**src/rtl/decode_pkg.sv**
```systemverilog
// Shared decode definitions: opcodes, control enums, the control bundle and
// the defined bundle used for every illegal instruction.
package decode_pkg;

   localparam logic [6:0] OP_R      = 7'b0110011;
   localparam logic [6:0] OP_IMM    = 7'b0010011;
   localparam logic [6:0] OP_LOAD   = 7'b0000011;
   localparam logic [6:0] OP_STORE  = 7'b0100011;
   localparam logic [6:0] OP_BRANCH = 7'b1100011;
   localparam logic [6:0] OP_LUI    = 7'b0110111;
   localparam logic [6:0] OP_AUIPC  = 7'b0010111;
   localparam logic [6:0] OP_JAL    = 7'b1101111;
   localparam logic [6:0] OP_JALR   = 7'b1100111;

   localparam logic [6:0] F7_BASE   = 7'b0000000;
   localparam logic [6:0] F7_ALT    = 7'b0100000;
   localparam logic [6:0] F7_MULDIV = 7'b0000001;

   typedef enum logic [4:0] {
      ALU_ADD    = 5'b00000,
      ALU_SUB    = 5'b00001,
      ALU_AND    = 5'b00010,
      ALU_OR     = 5'b00011,
      ALU_SLT    = 5'b00101,
      ALU_SLL    = 5'b00110,
      ALU_SRL    = 5'b00111,
      ALU_XOR    = 5'b01000,
      ALU_SLTU   = 5'b01001,
      ALU_SRA    = 5'b01010,
      ALU_PASSB  = 5'b01011,
      ALU_PCADD  = 5'b01100,
      ALU_MUL    = 5'b10000,
      ALU_MULH   = 5'b10001,
      ALU_MULHSU = 5'b10010,
      ALU_MULHU  = 5'b10011,
      ALU_DIV    = 5'b10100,
      ALU_DIVU   = 5'b10101,
      ALU_REM    = 5'b10110,
      ALU_REMU   = 5'b10111
   } alu_ctrl_e;

   typedef enum logic [2:0] {
      IMM_R = 3'b000,
      IMM_I = 3'b001,
      IMM_S = 3'b010,
      IMM_B = 3'b011,
      IMM_U = 3'b100,
      IMM_J = 3'b101
   } imm_src_e;

   typedef enum logic [1:0] {
      RES_ALU = 2'b00,
      RES_MEM = 2'b01,
      RES_PC4 = 2'b10
   } result_src_e;

   typedef struct packed {
      logic        reg_write;
      logic        mem_write;
      logic        jump;
      logic        branch;
      logic        alu_src;
      logic        alu_src_a;
      logic        sum_src;
      result_src_e result_src;
      imm_src_e    imm_src;
      alu_ctrl_e   alu_ctrl;
      logic [1:0]  store_src;
      logic [2:0]  load_src;
      logic [2:0]  branch_type;
      logic        illegal;
   } ctrl_bundle_t;

   localparam int BUNDLE_W = $bits(ctrl_bundle_t);

   // Everything zero except the illegal flag, so nothing downstream can write state.
   localparam ctrl_bundle_t ILLEGAL_BUNDLE = ctrl_bundle_t'({{(BUNDLE_W-1){1'b0}}, 1'b1});

   // Base-ISA ALU op selected by funct3; alt picks SUB/SRA.
   function automatic alu_ctrl_e alu_from_f3(input logic [2:0] f3, input logic alt);
      alu_ctrl_e op;
      case (f3)
         3'b000:  op = alt ? ALU_SUB : ALU_ADD;
         3'b001:  op = ALU_SLL;
         3'b010:  op = ALU_SLT;
         3'b011:  op = ALU_SLTU;
         3'b100:  op = ALU_XOR;
         3'b101:  op = alt ? ALU_SRA : ALU_SRL;
         3'b110:  op = ALU_OR;
         default: op = ALU_AND;
      endcase
      return op;
   endfunction

endpackage

```
**src/rtl/instr_decode_comb.sv**
```systemverilog
// Combinational RV32I instruction decoder producing a ctrl_bundle_t.
// Define DECODE_M_EXT_EN to accept the M-extension R-type encodings.
module instr_decode_comb
   import decode_pkg::*;
(
   input  logic [31:0]  instr_i,
   output ctrl_bundle_t ctrl_o
);

   logic [6:0]   opcode;
   logic [2:0]   funct3;
   logic [6:0]   funct7;
   logic         legal;
   ctrl_bundle_t dec;
   logic         unused_fields;

   assign opcode        = instr_i[6:0];
   assign funct3        = instr_i[14:12];
   assign funct7        = instr_i[31:25];
   assign unused_fields = ^{instr_i[24:15], instr_i[11:7]};

   always_comb begin
      dec   = '0;
      legal = 1'b0;
      case (opcode)
         OP_R: begin
            dec.reg_write = 1'b1;
            dec.imm_src   = IMM_R;
            if (funct7 == F7_BASE) begin
               legal        = 1'b1;
               dec.alu_ctrl = alu_from_f3(funct3, 1'b0);
            end else if (funct7 == F7_ALT && (funct3 == 3'b000 || funct3 == 3'b101)) begin
               legal        = 1'b1;
               dec.alu_ctrl = alu_from_f3(funct3, 1'b1);
            end
`ifdef DECODE_M_EXT_EN
            else if (funct7 == F7_MULDIV) begin
               legal        = 1'b1;
               dec.alu_ctrl = alu_ctrl_e'({2'b10, funct3});
            end
`else
            else begin
               legal = 1'b0;
            end
`endif
         end
         OP_IMM: begin
            dec.reg_write = 1'b1;
            dec.alu_src   = 1'b1;
            dec.imm_src   = IMM_I;
            dec.alu_ctrl  = alu_from_f3(funct3, funct3 == 3'b101 && funct7 == F7_ALT);
            // Shift-immediates reuse funct7 as an opcode extension.
            case (funct3)
               3'b001:  legal = (funct7 == F7_BASE);
               3'b101:  legal = (funct7 == F7_BASE) || (funct7 == F7_ALT);
               default: legal = 1'b1;
            endcase
         end
         OP_LOAD: begin
            dec.reg_write  = 1'b1;
            dec.alu_src    = 1'b1;
            dec.imm_src    = IMM_I;
            dec.result_src = RES_MEM;
            dec.alu_ctrl   = ALU_ADD;
            dec.load_src   = funct3;
            legal = !(funct3 == 3'b011 || funct3 == 3'b110 || funct3 == 3'b111);
         end
         OP_STORE: begin
            dec.mem_write = 1'b1;
            dec.alu_src   = 1'b1;
            dec.imm_src   = IMM_S;
            dec.alu_ctrl  = ALU_ADD;
            case (funct3)
               3'b000:  dec.store_src = 2'b10;
               3'b001:  dec.store_src = 2'b01;
               default: dec.store_src = 2'b00;
            endcase
            legal = (funct3 < 3'b011);
         end
         OP_BRANCH: begin
            dec.branch      = 1'b1;
            dec.imm_src     = IMM_B;
            dec.branch_type = funct3;
            case (funct3[2:1])
               2'b00:   dec.alu_ctrl = ALU_SUB;
               2'b10:   dec.alu_ctrl = ALU_SLT;
               default: dec.alu_ctrl = ALU_SLTU;
            endcase
            legal = (funct3[2:1] != 2'b01);
         end
         OP_LUI: begin
            dec.reg_write = 1'b1;
            dec.alu_src   = 1'b1;
            dec.imm_src   = IMM_U;
            dec.alu_ctrl  = ALU_PASSB;
            legal         = 1'b1;
         end
         OP_AUIPC: begin
            dec.reg_write = 1'b1;
            dec.alu_src   = 1'b1;
            dec.alu_src_a = 1'b1;
            dec.imm_src   = IMM_U;
            dec.alu_ctrl  = ALU_PCADD;
            legal         = 1'b1;
         end
         OP_JAL: begin
            dec.reg_write  = 1'b1;
            dec.jump       = 1'b1;
            dec.result_src = RES_PC4;
            dec.imm_src    = IMM_J;
            legal          = 1'b1;
         end
         OP_JALR: begin
            dec.reg_write  = 1'b1;
            dec.jump       = 1'b1;
            dec.result_src = RES_PC4;
            dec.imm_src    = IMM_I;
            dec.alu_src    = 1'b1;
            dec.sum_src    = 1'b1;
            legal          = (funct3 == 3'b000);
         end
         default: legal = 1'b0;
      endcase
      ctrl_o = legal ? dec : ILLEGAL_BUNDLE;
   end

endmodule

```
**src/rtl/decode_pipe_ctrl.sv**
```systemverilog
// Registered decode stage: 2-slot skid buffer of decoded bundles with flush
// and a saturating illegal-instruction counter. Honours DECODE_M_EXT_EN.
module decode_pipe_ctrl
   import decode_pkg::*;
#(
   parameter int XLEN      = 32,
   parameter int ILL_CNT_W = 8
) (
   input  logic                 clk,
   input  logic                 rst_n,
   input  logic                 flush_i,
   input  logic                 in_valid_i,
   output logic                 in_ready_o,
   input  logic [31:0]          instr_i,
   input  logic [XLEN-1:0]      pc_i,
   output logic                 out_valid_o,
   input  logic                 out_ready_i,
   output logic [XLEN-1:0]      pc_o,
   output logic                 reg_write_o,
   output logic                 mem_write_o,
   output logic                 jump_o,
   output logic                 branch_o,
   output logic                 alu_src_o,
   output logic                 alu_src_a_o,
   output logic                 sum_src_o,
   output logic [1:0]           result_src_o,
   output logic [2:0]           imm_src_o,
   output logic [4:0]           alu_ctrl_o,
   output logic [1:0]           store_src_o,
   output logic [2:0]           load_src_o,
   output logic [2:0]           branch_type_o,
   output logic                 illegal_o,
   output logic [ILL_CNT_W-1:0] ill_cnt_o,
   output logic                 ill_sticky_o
);

   ctrl_bundle_t         dec_bundle;
   logic                 accept, deq, load_out;

   logic                 out_valid_q, out_valid_d;
   ctrl_bundle_t         out_bundle_q, out_bundle_d;
   logic [XLEN-1:0]      out_pc_q, out_pc_d;
   logic                 skid_valid_q, skid_valid_d;
   ctrl_bundle_t         skid_bundle_q, skid_bundle_d;
   logic [XLEN-1:0]      skid_pc_q, skid_pc_d;
   logic [ILL_CNT_W-1:0] ill_cnt_q, ill_cnt_d;
   logic                 sticky_q, sticky_d;

   instr_decode_comb u_dec (
      .instr_i (instr_i),
      .ctrl_o  (dec_bundle)
   );

   assign accept   = in_valid_i && !skid_valid_q;
   assign deq      = out_valid_q && out_ready_i;
   assign load_out = !out_valid_q || deq;

   always_comb begin
      out_valid_d   = out_valid_q;
      out_bundle_d  = out_bundle_q;
      out_pc_d      = out_pc_q;
      skid_valid_d  = skid_valid_q;
      skid_bundle_d = skid_bundle_q;
      skid_pc_d     = skid_pc_q;
      ill_cnt_d     = ill_cnt_q;
      sticky_d      = sticky_q;

      if (flush_i) begin
         out_valid_d  = 1'b0;
         skid_valid_d = 1'b0;
      end else if (load_out) begin
         if (skid_valid_q) begin
            // Older skid entry advances; a same-cycle accept lands behind it.
            out_valid_d  = 1'b1;
            out_bundle_d = skid_bundle_q;
            out_pc_d     = skid_pc_q;
            skid_valid_d = accept;
            if (accept) begin
               skid_bundle_d = dec_bundle;
               skid_pc_d     = pc_i;
            end
         end else begin
            out_valid_d = accept;
            if (accept) begin
               out_bundle_d = dec_bundle;
               out_pc_d     = pc_i;
            end
         end
      end else if (accept) begin
         skid_valid_d  = 1'b1;
         skid_bundle_d = dec_bundle;
         skid_pc_d     = pc_i;
      end

      if (deq && !flush_i && out_bundle_q.illegal) begin
         sticky_d = 1'b1;
         if (ill_cnt_q != {ILL_CNT_W{1'b1}}) begin
            ill_cnt_d = ill_cnt_q + ILL_CNT_W'(1);
         end
      end
   end

   always_ff @(posedge clk or negedge rst_n) begin
      if (!rst_n) begin
         out_valid_q   <= 1'b0;
         out_bundle_q  <= '0;
         out_pc_q      <= '0;
         skid_valid_q  <= 1'b0;
         skid_bundle_q <= '0;
         skid_pc_q     <= '0;
         ill_cnt_q     <= '0;
         sticky_q      <= 1'b0;
      end else begin
         out_valid_q   <= out_valid_d;
         out_bundle_q  <= out_bundle_d;
         out_pc_q      <= out_pc_d;
         skid_valid_q  <= skid_valid_d;
         skid_bundle_q <= skid_bundle_d;
         skid_pc_q     <= skid_pc_d;
         ill_cnt_q     <= ill_cnt_d;
         sticky_q      <= sticky_d;
      end
   end

   assign in_ready_o    = !skid_valid_q;
   assign out_valid_o   = out_valid_q;
   assign pc_o          = out_pc_q;
   assign reg_write_o   = out_bundle_q.reg_write;
   assign mem_write_o   = out_bundle_q.mem_write;
   assign jump_o        = out_bundle_q.jump;
   assign branch_o      = out_bundle_q.branch;
   assign alu_src_o     = out_bundle_q.alu_src;
   assign alu_src_a_o   = out_bundle_q.alu_src_a;
   assign sum_src_o     = out_bundle_q.sum_src;
   assign result_src_o  = out_bundle_q.result_src;
   assign imm_src_o     = out_bundle_q.imm_src;
   assign alu_ctrl_o    = out_bundle_q.alu_ctrl;
   assign store_src_o   = out_bundle_q.store_src;
   assign load_src_o    = out_bundle_q.load_src;
   assign branch_type_o = out_bundle_q.branch_type;
   assign illegal_o     = out_bundle_q.illegal;
   assign ill_cnt_o     = ill_cnt_q;
   assign ill_sticky_o  = sticky_q;

endmodule

```
**config.mk**
```make
export PLATFORM = sky130hd
export DESIGN_NAME = decode_pipe_ctrl
export DESIGN_NICKNAME = d
export VERILOG_FILES = /design/src/rtl/decode_pkg.sv /design/src/rtl/instr_decode_comb.sv /design/src/rtl/decode_pipe_ctrl.sv
export SDC_FILE = /design/constraint.sdc
export NUM_CORES = 1
export LEC_CHECK = 0
export BUFFER_PORTS_ARGS = -buffer_cell sky130_fd_sc_hd__buf_2
export CORE_MARGIN = 2
export CORE_UTILIZATION = 30
export CTS_CLUSTER_DIAMETER = 80
export DETAILED_ROUTE_END_ITERATION = 8
export GPL_TIMING_DRIVEN = 1
export HOLD_SLACK_MARGIN = 0.1
export PLACE_DENSITY_LB_ADDON = 0.25
export SETUP_SLACK_MARGIN = 0.1
export SLEW_MARGIN = 0
export SYNTH_ARGS = -nofsm -noshare
export SYNTH_HDL_FRONTEND = slang
export SYNTH_SLANG_ARGS = --single-unit
```
**constraint.sdc**
```tcl
create_clock -name clk -period 1.8 [get_ports clk]
set_clock_uncertainty 0.1 [all_clocks]
set_input_delay 0.27 -clock clk [delete_from_list [all_inputs] [get_ports clk]]
set_output_delay 0.27 -clock clk [all_outputs]
set_load 0.02 [all_outputs]
```
==> summary.txt, run 1 <==
Status
  • Run status: complete, no violations

Critical path
  • CP required: 2.03 ns
  • Count of buffering cells on the critical path with inverters included: 2
  • Data arrival time of the critical path: 1.90 ns
  • Max FO, Critical Path: 20
  • Sort of element at the end of the critical path: register
  • Dominant delay contributor by cell family on the critical path: flip-flops
  • Critical-path cell with the highest stage delay: sky130_fd_sc_hd__dfrtp_2
  • Crit path launch type: register
  • Crit path cell chain: buf_4, bufbuf_16, or4_4, a31oi_4
  • Worst Path Class, Setup: register to register
  • Stage delay of the slowest cell on the critical path: 0.45 ns

Timing
  • Final count of pins violating max slew: 0
  • Final Hold Fails: 0
  • Endpoints failing setup: 0
  • Total Negative Setup Slacks: 0 ns
  • Worst-case setup margin in the final layout: 0.137 ns
  • Unrepaired setup endpoints after global routing: true
  • Transition time of the tightest slew-check pin: 0.526 ns
  • Max_slew headroom: 64.9%
  • Post-route fraction of the period consumed by the critical path: 92.4%
  • Post-layout minimum cycle time: 1.66 ns
  • Upper clock frequency limit: 0.601 GHz

GRT
  • Vias in the first global route: 4994
  • Wire length of the first global-routing pass: 25.4 mm
  • Maximum number of pins on one net before global-route repair: 57
  • Total global routing track utilization: 15.7%
  • Global route total overflow: 0
  • Number of antenna violations at the first check in global routing: 0

Logic synthesis
  • Total standard cell area after synthesis: 5750 um^2
  • Sequential-to-total area share from yosys stat: 53.5%
  • Mapped Nets: 627
  • Post-Syn Instances: 557
  • Average instance area after synthesis: 10.3 um^2
  • Unique masters post-synth: 63
  • Number of enable-type register cells in the synthesized netlist: 0
  • Total number of yosys warnings: 0
  • Most instantiated flip-flop cell in the synthesis netlist: sky130_fd_sc_hd__dfrtp_1
  • Flip-flop and latch count after synthesis: 123
  • Async SR Flop Fraction: 100%

Detailed routing
  • DR DRC count: 0
  • Post-DR vias/cell: 4.85
  • Routed wire length: 15.3 mm
  • First DRT Iteration DRCs: 163
  • Routed length per instance: 15.2 um
  • Via count of the routed design: 4864
  • Antenna-violating nets left: 0
  • Count of TritonRoute iterations in the first routing pass: 4

Power
  • IR Drop Worst-Case VDD: 0.603 mV
  • Pint: 6.13 mW
  • Register share of total power: 40.1%
  • Switching power as a share of total power: 26.5%
  • Share of total power in combinational logic: 16.4%
  • Cell leakage power: 3.82 nW
  • Power density over the cells: 1010 nW/um^2
  • Net switching component of the power: 2.21 mW
  • Overall power of the completed layout: 8.34 mW
  • Clock power share: 43.5%

Placed design
  • Weighted congestion reported at the end of routability-driven placement: 0.835
  • Area after DPL: 7030 um^2
  • PortBufs: 121
  • Worst-case setup slack after placement: -0.193 ns
  • Total half-perimeter wirelength after legalization and detailed placement: 10.5 mm

Clock tree
  • Clock latency on the worst-skew pair: 0.42 ns
  • H-tree depth: 4
  • Max clock buf depth: 2
  • Clock transition at the register clock pins on the worst setup and hold paths after CTS: 0.06 ns
  • Number of buffers added by the clock tree synthesis step: 17
  • TritonCTS sink count: 123
  • CTS tree: yes
  • CTS root buffer: sky130_fd_sc_hd__clkbuf_16

Floorplanning
  • Effective utilization at floorplan: 30.7%
  • Width of the die: 142 um
  • Number of ports placed on the die boundary: 138
  • Core Area: 18800 um^2
  • Standard-cell rows: 50
  • Overall die height: 142 um
  • DIE AREA: 20300 um^2

Finish
  • Cell area after layout: 8230 um^2
  • Count of filler cells inserted in the layout: 1798
  • Post-Route Utilization: 43.8%
  • Fraction of final layout cells sized beyond drive strength 1: 36.9%
  • Net total in the final layout: 824
  • Area added between synthesis and finish: 43.0%

Run
  • Max-capacitance violation count: 0

Min path
  • Path type of the worst min-delay path: input pin to register
-- logic make-up (layout without fill, tap and decap cells) --
| group | count (synthesis) | in the layout | synth area share [%] |
|---|---|---|---|
| compound gates | 133 | 133 | 14.2 |
| xor+xnor | 8 | 8 | 1.22 |
| fa+ha+maj | 1 | 1 | 0.217 |
| buf+inv | 46 | 256 | 3.35 |
| flops | 123 | 123 | 53.5 |
| mux | 67 | 67 | 12.4 |
| other cells | 1 | 2 | 0.0652 |
| simple gates | 178 | 178 | 15.0 |
-- timing repair --
item,in CTS,in global routing
cloned,2,0
gates resized for setup,5,12
pin swaps,0,6
hold buffers,36,0
hold endpoints to repair,190,0
setup endpoints to repair,51,21
buffers inserted,2,9
-- final timing paths --
check                                         startpoint                       endpoint  slack [ns]  depth (start not counted)
max                             skid_valid_q$_DFFE_PN0P_          sum_src_o$_DFFE_PN0P_        0.14                          4
min                                           in_valid_i        out_valid_o$_DFFE_PN0P_        0.13                          3
max reg2reg                     skid_valid_q$_DFFE_PN0P_          sum_src_o$_DFFE_PN0P_        0.14                          4
min reg2reg                skid_bundle_q[25]$_DFFE_PN0P_  skid_bundle_q[25]$_DFFE_PN0P_        0.37                          2
max in group asynchronous                          rst_n  skid_bundle_q[25]$_DFFE_PN0P_        0.85                          3
min in group asynchronous                          rst_n       ill_cnt_o[4]$_DFFE_PN0P_        0.17                          2
-- cells in the final DEF (no fill, tap or decap), types with 5 or more instances in the layout --
cell type                         n
sky130_fd_sc_hd__clkbuf_16       17
sky130_fd_sc_hd__nor2_1          22
sky130_fd_sc_hd__mux2_2          34
sky130_fd_sc_hd__dfrtp_1        121
sky130_fd_sc_hd__dlygate4sd3_1   36
sky130_fd_sc_hd__o31ai_1          7
sky130_fd_sc_hd__xor2_1           5
sky130_fd_sc_hd__buf_2          119
sky130_fd_sc_hd__buf_4           54
sky130_fd_sc_hd__nand3_1         10
sky130_fd_sc_hd__a21oi_1         17
sky130_fd_sc_hd__nand2_1         91
sky130_fd_sc_hd__mux2i_1         33
sky130_fd_sc_hd__nor2b_1          5
sky130_fd_sc_hd__and3_1          11
sky130_fd_sc_hd__buf_12           7
sky130_fd_sc_hd__o21ai_0         68
sky130_fd_sc_hd__clkinv_4         5
sky130_fd_sc_hd__a31oi_1          5
-- power by group through the flow --
stage	clock (mW)	combinational (mW)	sequential, mW
3_3_place_gp	0	1.23	3.37
3_5_place_dp	0	1.26	3.40
4_1_cts	3.73	1.34	3.35
6_report	3.63	1.37	3.34
5_1_grt	3.87	1.51	3.39
2_1_floorplan	0	0.524	3.58
-- final cells by class --
type | count | area (um^2) | area share (%)
diodes | 1 | 2.50 | 0.0304
clock buffers | 18 | 439 | 5.34
clock inverters | 14 | 195 | 2.37
inverters | 2 | 7.51 | 0.0912
multi-input cells | 388 | 2600 | 31.6
flip-flops and latches | 123 | 3080 | 37.4
well taps | 234 | 293 | 3.56
repair buffers | 222 | 1610 | 19.6
-- metrics by stage --
step | hold slack (ns) | cells
2_1_floorplan | -0.126 | 557
3_3_place_gp | 0.0494 | 920
3_5_place_dp | 0.0540 | 920
4_1_cts | 0.119 | 992
5_1_grt | 0.140 | 1001
6_report | 0.125 | 1002
-- flip-flops by register name, indices dropped and copies added (netlist names) --
name           flops
alu_ctrl_o         4
alu_src_a_o        1
alu_src_o          1
branch_o           1
branch_type_o      3
ill_cnt_o          8
ill_sticky_o       1
illegal_o          1
imm_src_o          3
load_src_o         3
mem_write_o        1
out_valid_o        1
pc_o              32
reg_write_o        1
result_src_o       2
skid_bundle_q     24
skid_pc_q         32
skid_valid_q       1
store_src_o        2
sum_src_o          1
-- synthesized netlist by cell type (7+ instances only) --
| master | count | area share, % |
|---|---|---|
| sky130_fd_sc_hd__nand2_1 | 92 | 6.0 |
| sky130_fd_sc_hd__dfrtp_1 | 123 | 53 |
| sky130_fd_sc_hd__o21ai_0 | 68 | 5.9 |
| sky130_fd_sc_hd__mux2i_1 | 33 | 5.7 |
| sky130_fd_sc_hd__mux2_2 | 34 | 6.7 |
| sky130_fd_sc_hd__o31ai_1 | 7 | 0.91 |
| sky130_fd_sc_hd__a21oi_1 | 18 | 1.6 |
| sky130_fd_sc_hd__nor2_1 | 24 | 1.6 |
| sky130_fd_sc_hd__and3_1 | 11 | 1.2 |
| sky130_fd_sc_hd__nand3_1 | 11 | 0.96 |
| sky130_fd_sc_hd__clkbuf_1 | 33 | 2.2 |
-- per-layer routing --
| metal | track usage [%] | vias to the layer above | share of wire [%] |
|---|---|---|---|
| met5 | 0 | - | 0 |
| met4 | 5.11 | 0 | 0.90 |
| met3 | 3.30 | 15 | 3.7 |
| met2 | 25.5 | 104 | 47 |
| met1 | 21.0 | 2383 | 48 |
| li1 | - | 2362 | - |
-- tightest hold or removal path, cell delays in order --
cell and delay [ns]:
sky130_fd_sc_hd__buf_2 0.12, sky130_fd_sc_hd__nor2_2 0.06, sky130_fd_sc_hd__a21oi_1 0.14
Note: power is estimated with default switching activity, not from simulation.
==> run 2: changes to the inputs <==
--- a/config.mk
+++ b/config.mk
@@ -12,7 +12,7 @@
 export DETAILED_ROUTE_END_ITERATION = 8
 export GPL_TIMING_DRIVEN = 1
 export HOLD_SLACK_MARGIN = 0.1
-export PLACE_DENSITY_LB_ADDON = 0.25
+export PLACE_DENSITY = 0.58
 export SETUP_SLACK_MARGIN = 0.1
 export SLEW_MARGIN = 0
 export SYNTH_ARGS = -nofsm -noshare
==> summary.txt, run 2 (synthesis gave the netlist of run 1 again) <==
Finish
  • Diodes inserted: 0 (-1)
  • Most common cell after layout, fill and taps aside: sky130_fd_sc_hd__dfrtp_1
  • Fraction of final layout cells sized beyond drive strength 1: 36.1% (-0.77 points)
  • Area added between synthesis and finish: 42.6%
  • Net total in the final layout: 821 (-0.36%)
  • Most frequent cells in the layout: sky130_fd_sc_hd__dfrtp_1 (121), sky130_fd_sc_hd__buf_2 (119), sky130_fd_sc_hd__nand2_1 (91)

Critical path
  • Number of cell instances on the worst register-to-register path: 5 (+1)
  • Crit path cell chain: nor2b_4, or3_4, bufbuf_16, nand2_1, o21ai_0
  • Data arrival time of the critical path: 1.85 ns (-0.05 ns)
  • Critical-path cell with the highest stage delay: sky130_fd_sc_hd__or3_4
  • Setup slack on the worst flop-to-flop path: 0.13 ns (about the same)
  • Crit path launch type: register
  • CP required: 1.98 ns (-0.05 ns)
  • Start of the worst register-to-register path: out_valid_o$_DFFE_PN0P_
  • Sort of element at the end of the critical path: register
  • Stage delay of the slowest cell on the critical path: 0.42 ns (-0.03 ns)
  • Max FO, Critical Path: 27 (+35%)
  • End of the worst register-to-register path: pc_o[0]$_DFFE_PN0P_
  • Worst Path Class, Setup: register to register

Status
  • Run status: complete, no violations

Clock tree
  • CTS root buffer: sky130_fd_sc_hd__clkbuf_16
  • Number of buffers added by the clock tree synthesis step: 17 (unchanged)
  • H-tree depth: 4 (unchanged)
  • Clock transition at the register clock pins on the worst setup and hold paths after CTS: 0.05 ns (about the same)
  • CTS tree: yes
  • Clock latency on the worst-skew pair: 0.40 ns (-0.02 ns)
  • Max clock buf depth: 2 (unchanged)
  • TritonCTS sink count: 123 (unchanged)

Placed design
  • PortBufs: 121 (unchanged)
  • Total half-perimeter wirelength after legalization and detailed placement: 9.68 mm (-7.5%)
  • Weighted congestion reported at the end of routability-driven placement: 0.816 (-2.3%)
  • Worst-case setup slack after placement: -0.129 ns (+0.0637 ns)

Timing
  • Post-route fraction of the period consumed by the critical path: 93.0% (+0.61 points)
  • Post-layout minimum cycle time: 1.67 ns (+0.0110 ns)
  • Final count of pins violating max slew: 0 (unchanged)
  • Final Hold Fails: 0 (unchanged)
  • Total Negative Setup Slacks: 0 ns (unchanged)
  • Unrepaired setup endpoints after global routing: true
  • Endpoints failing setup: 0 (unchanged)
  • Upper clock frequency limit: 0.597 GHz (-0.66%)
  • Hold Worst Slack: 0.127 ns (+0.00151 ns)
  • Worst-case setup margin in the final layout: 0.126 ns (-0.0110 ns)

Detailed routing
  • Count of TritonRoute iterations in the first routing pass: 4 (unchanged)
  • Routed wire length: 14.9 mm (-2.6%)
  • Via count of the routed design: 4753 (-2.3%)
  • Antenna-violating nets left: 0 (unchanged)
  • Routed length per instance: 14.9 um (-2.2%)
  • Post-DR vias/cell: 4.76 (-1.9%)
  • First DRT Iteration DRCs: 183 (+12%)
  • DR DRC count: 0 (unchanged)

GRT
  • Wire length of the first global-routing pass: 24.4 mm (-4.0%)
  • Maximum number of pins on one net before global-route repair: 56 (-1.8%)
  • Vias in the first global route: 4597 (-7.9%)
  • Global route total overflow: 0 (unchanged)
  • Number of antenna violations at the first check in global routing: 0 (unchanged)
  • Total global routing track utilization: 15.5% (-0.24 points)

Floorplanning
  • Width of the die: 142 um (unchanged)
  • Effective utilization at floorplan: 30.7% (unchanged)
  • Core Area: 18800 um^2 (unchanged)
  • Number of ports placed on the die boundary: 138 (unchanged)
  • Overall die height: 142 um (unchanged)
  • DIE AREA: 20300 um^2 (unchanged)
  • Standard-cell rows: 50 (unchanged)

Min path
  • Path type of the worst min-delay path: input pin to register
  • Hold Crit Endpoint: out_valid_o$_DFFE_PN0P_
  • Hold-critical path depth: 3 (unchanged)
  • Worst Hold Launch: in_valid_i

Power
  • Clock power share: 42.1% (-1.4 points)
  • Power density over the cells: 992 nW/um^2 (-2.1%)
  • Net switching component of the power: 2.11 mW (-4.8%)
  • Register share of total power: 40.9% (+0.8 points)
  • Share of total power in combinational logic: 17.0% (+0.6 points)
  • IR Drop Worst-Case VDD: 0.642 mV (+6.5%)
  • Cell leakage power: 3.81 nW (-0.15%)
  • Pint: 6.03 mW (-1.5%)
  • Switching power as a share of total power: 25.9% (-0.65 points)

Run
  • Max-capacitance violation count: 0 (unchanged)
-- run 2: cell count changes in the layout (fill, tap and decap cells not counted), moves of 2 or more --
| cell | previous run | this run |
|---|---|---|
| sky130_fd_sc_hd__clkinv_4 | 5 | 0 |
| sky130_fd_sc_hd__buf_12 | 7 | 9 |
| sky130_fd_sc_hd__buf_4 | 54 | 47 |
| sky130_fd_sc_hd__bufinv_16 | 4 | 2 |
| sky130_fd_sc_hd__clkbuf_8 | 1 | 6 |
| sky130_fd_sc_hd__o21ai_1 | 0 | 6 |
| sky130_fd_sc_hd__clkbuf_1 | 0 | 3 |
| sky130_fd_sc_hd__o21ai_0 | 68 | 62 |
-- run 2: layout make-up --
class	count	area [um^2]
clock inverters	6	82.6
well taps	234	293
clock buffers	26	519
inverters	2	7.51
repair buffers	219	1640
flip-flops and latches	123	3080
multi-input cells	388	2580
fillers	1827	10600
-- run 2: critical path, delay by kind of cell (launching register included) --
family / cells / cell delay, ns
AO/OA/AOI/OAI: 1 / 0.08
buffers and inverters: 1 / 0.33
flip-flops: 1 / 0.39
AND/OR/NAND/NOR: 3 / 0.64
-- run 2: worst max path at each step --
stage | startpoint | end | slack [ns] | cells past startpoint
floorplan | out_valid_o$_DFFE_PN0P_ | skid_pc_q[0]$_DFFE_PN0P_ | 0.09 | 4
global placement | instr_i[13] | alu_ctrl_o[0]$_DFFE_PN0P_ | -0.06 | 7
detailed placement | instr_i[13] | alu_ctrl_o[0]$_DFFE_PN0P_ | -0.13 | 7
CTS | skid_valid_q$_DFFE_PN0P_ | sum_src_o$_DFFE_PN0P_ | 0.06 | 4
global route | out_valid_o$_DFFE_PN0P_ | alu_ctrl_o[1]$_DFFE_PN0P_ | 0.07 | 4
finish | out_valid_o$_DFFE_PN0P_ | pc_o[0]$_DFFE_PN0P_ | 0.13 | 5
-- run 2: metal layers --
layer / wire length [um] / up-vias / track usage [%]
li1: - / 2369 / -
met1: 7300 / 2270 / 21.6
met2: 6870 / 105 / 23.8
met3: 571 / 9 / 3.47
met4: 118 / 0 / 5.21
met5: 0 / - / 0
-- run 2: metrics by stage --
stage / util (%) / power [mW] / cells / instance area [um^2]
final: 43.7 / 8.14 / 998 / 8200
after global routing: 43.7 / 8.58 / 998 / 8200
after CTS: 43.4 / 8.23 / 994 / 8150
after detailed placement: 37.6 / 4.66 / 921 / 7060
after global placement: 37.6 / 4.62 / 921 / 7060
after floorplan: - / 4.11 / 557 / 5860
-- run 2: repair_timing --
| item | CTS | global route |
|---|---|---|
| hold endpoints to repair | 190 | 0 |
| buffers inserted | 2 | 4 |
| hold buffers | 36 | 0 |
| gates cloned | 3 | 0 |
| gates resized for setup | 5 | 17 |
| endpoints found under the setup margin | 11 | 43 |
| pin swaps | 1 | 5 |
-- run 2: power groups by stage --
| stage | sequential (mW) | clock [mW] | combinational, mW |
|---|---|---|---|
| final | 3.33 | 3.43 | 1.38 |
| after global routing | 3.37 | 3.66 | 1.54 |
| after CTS | 3.34 | 3.53 | 1.37 |
| after detailed placement | 3.38 | 0 | 1.28 |
| after global placement | 3.37 | 0 | 1.26 |
| after floorplan | 3.58 | 0 | 0.524 |
